**config.mk**
```make
export PLATFORM = sky130hd
export DESIGN_NAME = t_counter_ctrl_flat
export DESIGN_NICKNAME = d
export VERILOG_FILES = /design/src/rtl/t_counter_pkg.sv /design/src/rtl/t_counter_ctrl_if.sv /design/src/rtl/t_cell.sv /design/src/rtl/t_counter_ctrl.sv /design/src/flat_wrapper.sv
export SDC_FILE = /design/constraint.sdc
export NUM_CORES = 1
export LEC_CHECK = 0
export BUFFER_PORTS_ARGS = -buffer_cell sky130_fd_sc_hd__buf_2
export CORE_MARGIN = 5
export CORE_UTILIZATION = 48
export DETAILED_ROUTE_END_ITERATION = 10
export PLACE_DENSITY = 0.74
export SLEW_MARGIN = 10
export SYNTH_ARGS = -nofsm -noshare
export SYNTH_HDL_FRONTEND = slang
export SYNTH_SLANG_ARGS = --single-unit
```
**constraint.sdc**
```tcl
create_clock -name clk -period 2.59 [get_ports clk]
set_clock_uncertainty 0.05 [all_clocks]
set_input_delay 0.1295 -clock clk [delete_from_list [all_inputs] [get_ports clk]]
set_output_delay 0.1295 -clock clk [all_outputs]
set_load 0.005 [all_outputs]
```
**src/rtl/t_counter_pkg.sv**
```systemverilog
// Shared types for the T-flip-flop interval counter: FSM state encoding and
// the select codes that choose which T vector drives the count cells.
package t_counter_pkg;

  typedef enum logic [1:0] {
    IDLE = 2'd0,
    RUN  = 2'd1,
    DONE = 2'd2
  } state_e;

  typedef logic [1:0] t_sel_t;

  localparam t_sel_t SEL_LOAD = 2'd0;
  localparam t_sel_t SEL_UP   = 2'd1;
  localparam t_sel_t SEL_DOWN = 2'd2;
  localparam t_sel_t SEL_HOLD = 2'd3;

endpackage

```
**src/rtl/t_counter_ctrl_if.sv**
```systemverilog
// Control/status bundle of the interval counter; the sequencer-side user is
// the master, the counter itself is the slave.
interface t_counter_ctrl_if #(
  parameter int WIDTH = 4
);
  logic             start;
  logic             stop;
  logic             up_down;
  logic             auto_reload;
  logic [WIDTH-1:0] period;
  logic [WIDTH-1:0] count;
  logic             busy;
  logic             tc_pulse;
  logic             done;

  modport master (
    output start, stop, up_down, auto_reload, period,
    input  count, busy, tc_pulse, done
  );

  modport slave (
    input  start, stop, up_down, auto_reload, period,
    output count, busy, tc_pulse, done
  );
endinterface

```
**src/rtl/t_cell.sv**
```systemverilog
// Single toggle flip-flop: q flips on each falling edge where t is high.
module t_cell (
  input  logic clk,
  input  logic reset,
  input  logic t,
  output logic q
);

  // NOTE: sequential state uses non-blocking assignment so every flop samples pre-edge values.
  always_ff @(negedge clk or posedge reset) begin
    if (reset) q <= 1'b0;
    else       q <= q ^ t;
  end

endmodule

```
**src/rtl/t_counter_ctrl.sv**
```systemverilog
// Programmable interval counter: an FSM sequences a row of toggle cells by
// computing each cell's T input for load, up/down step, hold and auto-reload.
module t_counter_ctrl
  import t_counter_pkg::*;
#(
  parameter int WIDTH = 4
) (
  input  logic              clk,
  input  logic              reset,
  t_counter_ctrl_if.slave   bus
);

  state_e           state_q, state_d;
  logic [WIDTH-1:0] count;
  logic [WIDTH-1:0] period_q;
  logic             dir_q;
  logic             reload_q;
  logic             capture;
  t_sel_t           sel;
  logic [WIDTH-1:0] load_val;
  logic [WIDTH-1:0] t_up, t_dn, t_vec;
  logic [WIDTH-1:0] terminal, reload_val;
  logic             at_terminal;

  assign terminal    = dir_q ? period_q : '0;
  assign reload_val  = dir_q ? '0 : period_q;
  assign at_terminal = (count == terminal);

  always_ff @(negedge clk or posedge reset) begin
    if (reset) begin
      state_q  <= IDLE;
      period_q <= '0;
      dir_q    <= 1'b0;
      reload_q <= 1'b0;
    end else begin
      state_q <= state_d;
      if (capture) begin
        period_q <= bus.period;
        dir_q    <= bus.up_down;
        reload_q <= bus.auto_reload;
      end
    end
  end

  // stop outranks start in every state; a start loads from the live inputs,
  // not the captured copies, since they are being captured on the same edge.
  always_comb begin
    // NOTE: every combinational output gets a default first so no path infers a latch.
    state_d  = state_q;
    sel      = SEL_HOLD;
    load_val = '0;
    capture  = 1'b0;
    unique case (state_q)
      IDLE, DONE: begin
        if (bus.stop) begin
          state_d = IDLE;
        end else if (bus.start) begin
          capture  = 1'b1;
          sel      = SEL_LOAD;
          load_val = bus.up_down ? '0 : bus.period;
          state_d  = RUN;
        end
      end
      RUN: begin
        if (bus.stop) begin
          state_d = IDLE;
        end else if (bus.start) begin
          capture  = 1'b1;
          sel      = SEL_LOAD;
          load_val = bus.up_down ? '0 : bus.period;
        end else if (at_terminal) begin
          if (reload_q) begin
            sel      = SEL_LOAD;
            load_val = reload_val;
          end else begin
            state_d = DONE;
          end
        end else begin
          sel = dir_q ? SEL_UP : SEL_DOWN;
        end
      end
      default: state_d = IDLE;
    endcase
  end

  // Ripple-style toggle enables: bit i toggles when all lower bits are 1 (up) or 0 (down).
  always_comb begin
    t_up[0] = 1'b1;
    t_dn[0] = 1'b1;
    for (int i = 1; i < WIDTH; i++) begin
      t_up[i] = t_up[i-1] &  count[i-1];
      t_dn[i] = t_dn[i-1] & ~count[i-1];
    end
  end

  always_comb begin
    case (sel)
      SEL_LOAD: t_vec = count ^ load_val;
      SEL_UP:   t_vec = t_up;
      SEL_DOWN: t_vec = t_dn;
      default:  t_vec = '0;
    endcase
  end

  for (genvar g = 0; g < WIDTH; g++) begin : g_cell
    t_cell u_cell (
      .clk   (clk),
      .reset (reset),
      .t     (t_vec[g]),
      .q     (count[g])
    );
  end

  assign bus.count    = count;
  assign bus.busy     = (state_q == RUN);
  assign bus.done     = (state_q == DONE);
  assign bus.tc_pulse = (state_q == RUN) && at_terminal;

endmodule

```
**src/flat_wrapper.sv**
```systemverilog
// flat-port wrapper written by rule: the top's interface ports become plain ports
module t_counter_ctrl_flat import t_counter_pkg::*;
#(
  parameter int WIDTH = 4
)
  (clk, reset, bus_start, bus_stop, bus_up_down, bus_auto_reload, bus_period, bus_count, bus_busy, bus_tc_pulse, bus_done);
  t_counter_ctrl_if #(.WIDTH(WIDTH)) bus_i ();
  input  logic clk;
  input  logic reset;
  input wire logic [$bits(bus_i.start)-1:0] bus_start;
  input wire logic [$bits(bus_i.stop)-1:0] bus_stop;
  input wire logic [$bits(bus_i.up_down)-1:0] bus_up_down;
  input wire logic [$bits(bus_i.auto_reload)-1:0] bus_auto_reload;
  input wire logic [$bits(bus_i.period)-1:0] bus_period;
  output wire logic [$bits(bus_i.count)-1:0] bus_count;
  output wire logic [$bits(bus_i.busy)-1:0] bus_busy;
  output wire logic [$bits(bus_i.tc_pulse)-1:0] bus_tc_pulse;
  output wire logic [$bits(bus_i.done)-1:0] bus_done;
  assign bus_i.start = bus_start;
  assign bus_i.stop = bus_stop;
  assign bus_i.up_down = bus_up_down;
  assign bus_i.auto_reload = bus_auto_reload;
  assign bus_i.period = bus_period;
  assign bus_count = bus_i.count;
  assign bus_busy = bus_i.busy;
  assign bus_tc_pulse = bus_i.tc_pulse;
  assign bus_done = bus_i.done;
  t_counter_ctrl #(.WIDTH(WIDTH)) u_core (.clk(clk), .reset(reset), .bus(bus_i));
endmodule
```
==> impl_results.md <==
* Largest net degree at the start of global routing at 13
* CP endpoint kind: flip-flop
* Die area at 0.00315 mm2
* Layout cells sized above 1 at 0.601
* Wire length of the first global-routing pass at 5250 um
* PnR worst setup slack at -0.647 ns
* Mean Syn Cell Area at 9.10 um2
* Routed met3 length at 298 um
* Critical Path RT at 1.38 ns
* Tightest Pin Transition at 0.501 ns
* Cell Area, Placed at 0.00131 mm2
* RSZ-0062 raised after global routing: true
* Max VDD drop at 599 uV
* Synth unique cells at 37
* Row Count at 16
* Worst slack, placed at -0.975 ns
* IO buf count at 16
* Vias in the first global route at 1084
* # hold bufs at CTS at 0
* Post-route cell area at 0.00161 mm2
* Hold Slack at 0.489 ns
* Total Routing Usage GR at 0.215
* Overall power at 1.17 mW
* DRC Markers at 0
* CTS tree: built
* Synth area leaders: dfrtn_1 29%, mux2_2 7.7%, ha_1 6.1%
* Drt total wl at approximately 3600 um
* Layout Area Growth over Synthesis at 57.8%
* Placed Cells at 171
* Synth Warn # at 0
* Mapped Area at a little over 0.001 mm2
* Clock slew at reported path FFs at ~0.06 ns
* Slew Viols, Final at 0
* Post-Synth Adder-Cell Area at 0.0613
* Max_cap viols at 0
* Post-synth top area share at 0.294
* Syn_nets at about 130
* Worst-Skew Late Latency at ~0.30 ns
* Worst min path class: reg2reg
* FFs w/ async S/R, synth at 1.00
* Hold Fails Final Rpt at 0
* Sequential fraction of the synthesis area at 0.294
* Internal power at 0.673 mW
* Failing checks: setup timing
* Met2 routed WL at 1840 um
* WP data arrival at 2.03 ns
* GRT overflow at 0
* Final RePlAce weighted congestion at 0.845
* Rel. slew slack at 0.666
* Vias per cell at between 6 and 7
* Register share of total power at 0.261
* # diodes at 0
* Die extent in x at 56.1 um
* Final std cells w/o fill at 185
* Synth Area in Compound Gates at 0.270
* Layout Utilization at 0.804
* Dominant cell type by area after synthesis: dfrtn_1
* WL/cell at 19.3 um
* Num ports at 17
* Logic pwr share at 0.600
* Clock power frac at 0.139
* Worst Path Max Fanout at 5
* Via count at 1146
* P per Cell Area at approximately 730 mW/mm2
* Starting Density at 0.509
* Switch share at 0.427
* Synth Instances at around 110
* DR pass1 iterations at 4
* CTS Buffer Depth at 2
* M1 wire length at around 1400 um
* Post-synthesis mux area share at 0.0773
* Switch Pwr at 0.501 mW
* CTS sink count at 12
* Final setup fails at 5
* DP HPWL at 2190 um
* Post-Synth Simple-Gate Area at 0.173
* Core ar. at 0.00200 mm2
* Top Layer Used: met4
* Final ANT Viol Nets at 0
* Nets at 174
* Synth Area in XOR/XNOR at 0.0172
* Top cells by count, synth: 12 x dfrtn_1, 12 x inv_1, 7 x mux2_2
* Setup TNS after final layout at -2.73 ns
* Initial antenna violation count at 0
* P_leak at 0.736 nW
* CTS buffer count at 3
* Largest family of logic cells by synthesized area: compound AO/OA/AOI/OAI gates
* Startpoint types: primary input
* CTS H-Tree Depth at 1
* Critical path type: in2reg
* Post-synth top flop: dfrtn_1
* Initial detailed-routing violation count at 43
* Clock root buffer: clkbuf_4
* Count of state elements after synthesis at 12
* Status: complete, but fails checks
* Die Y-Extent at 56.1 um
* Post-synth EDFFs at 0
==> state kept, by name (all words and copies together) (netlist names) <==
register / cells
u_core.dir_q: 1
u_core.g_cell.u_cell.q: 4
u_core.period_q: 4
u_core.reload_q: 1
u_core.state_q: 2
==> worst paths after layout <==
kind,startpoint,end,slack [ns],depth (start not counted)
worst max-delay path,bus_stop,u_core.g_cell[1].u_cell.q,-0.65,9
worst min-delay path,u_core.reload_q,u_core.reload_q,0.49,1
worst max register to register,u_core.period_q[1],u_core.g_cell[1].u_cell.q,-0.36,11
worst min register to register,u_core.reload_q,u_core.reload_q,0.49,1
max in group asynchronous,reset,u_core.period_q[3],1.15,2
min in group asynchronous,reset,u_core.state_q[1],0.97,2
==> critical path: stages <==
cell and delay [ns]:
buf_6 0.09, or3b_4 0.42, buf_6 0.14, o311a_4 0.34, ha_2 0.20, mux2_4 0.28, o211ai_1 0.17, a21boi_2 0.19
a21oi_1 0.05
==> cell type report <==
cell class	count	area, um2
clock buffers	4	36.3
well taps	27	33.8
fillers	120	393
inverters	12	47.5
flip-flops and latches	12	300
repair buffers	51	372
multi-input cells	79	820
==> cells by family (layout without fill, tap and decap cells) <==
kind of cell	count (synthesis)	count (layout)
compound gates	37	37
xor+xnor	2	2
fa+ha+maj	5	5
buf+inv	21	67
flops	12	12
mux	7	7
simple gates	28	28
==> metal layers <==
metal,vias up,track usage
li1,514,-
met1,566,0.260
met2,56,0.352
met3,10,0.0603
met4,0,0.0915
met5,-,0
==> placed cells by master (no fill, tap or decap), types with 2 or more instances in the layout <==
cell,synthesis,routed
o221ai_1,6,4
nor3_2,4,3
nor2_1,4,3
ha_4,0,2
nand2_1,5,4
buf_6,1,7
inv_1,12,10
a21oi_1,5,5
xor2_1,2,2
o21ai_0,4,2
buf_4,5,29
nor3_1,2,2
ha_2,0,3
clkbuf_4,0,3
and3_1,2,2
mux2_2,7,6
nand4b_1,2,2
buf_2,3,15
a211oi_2,0,3
dfrtn_1,12,12
a211oi_1,6,2
o211ai_1,2,2
o21ai_2,0,2
==> power groups by stage <==
| stage | combinational [mW] | sequential (mW) | clock [mW] |
|---|---|---|---|
| 6_report | 0.704 | 0.306 | 0.164 |
| 2_1_floorplan | 0.378 | 0.281 | 0 |
| 4_1_cts | 0.581 | 0.305 | 0.164 |
| 3_5_place_dp | 0.536 | 0.307 | 0 |
| 5_1_grt | 0.761 | 0.313 | 0.175 |
| 3_3_place_gp | 0.518 | 0.302 | 0 |
==> timing repair <==
action / in CTS / in global routing
setup endpoints to repair: 5 / 8
pin swaps: 7 / 10
setup buffers: 4 / 6
resized for setup: 13 / 26
Power figures use the tool's default switching activity.
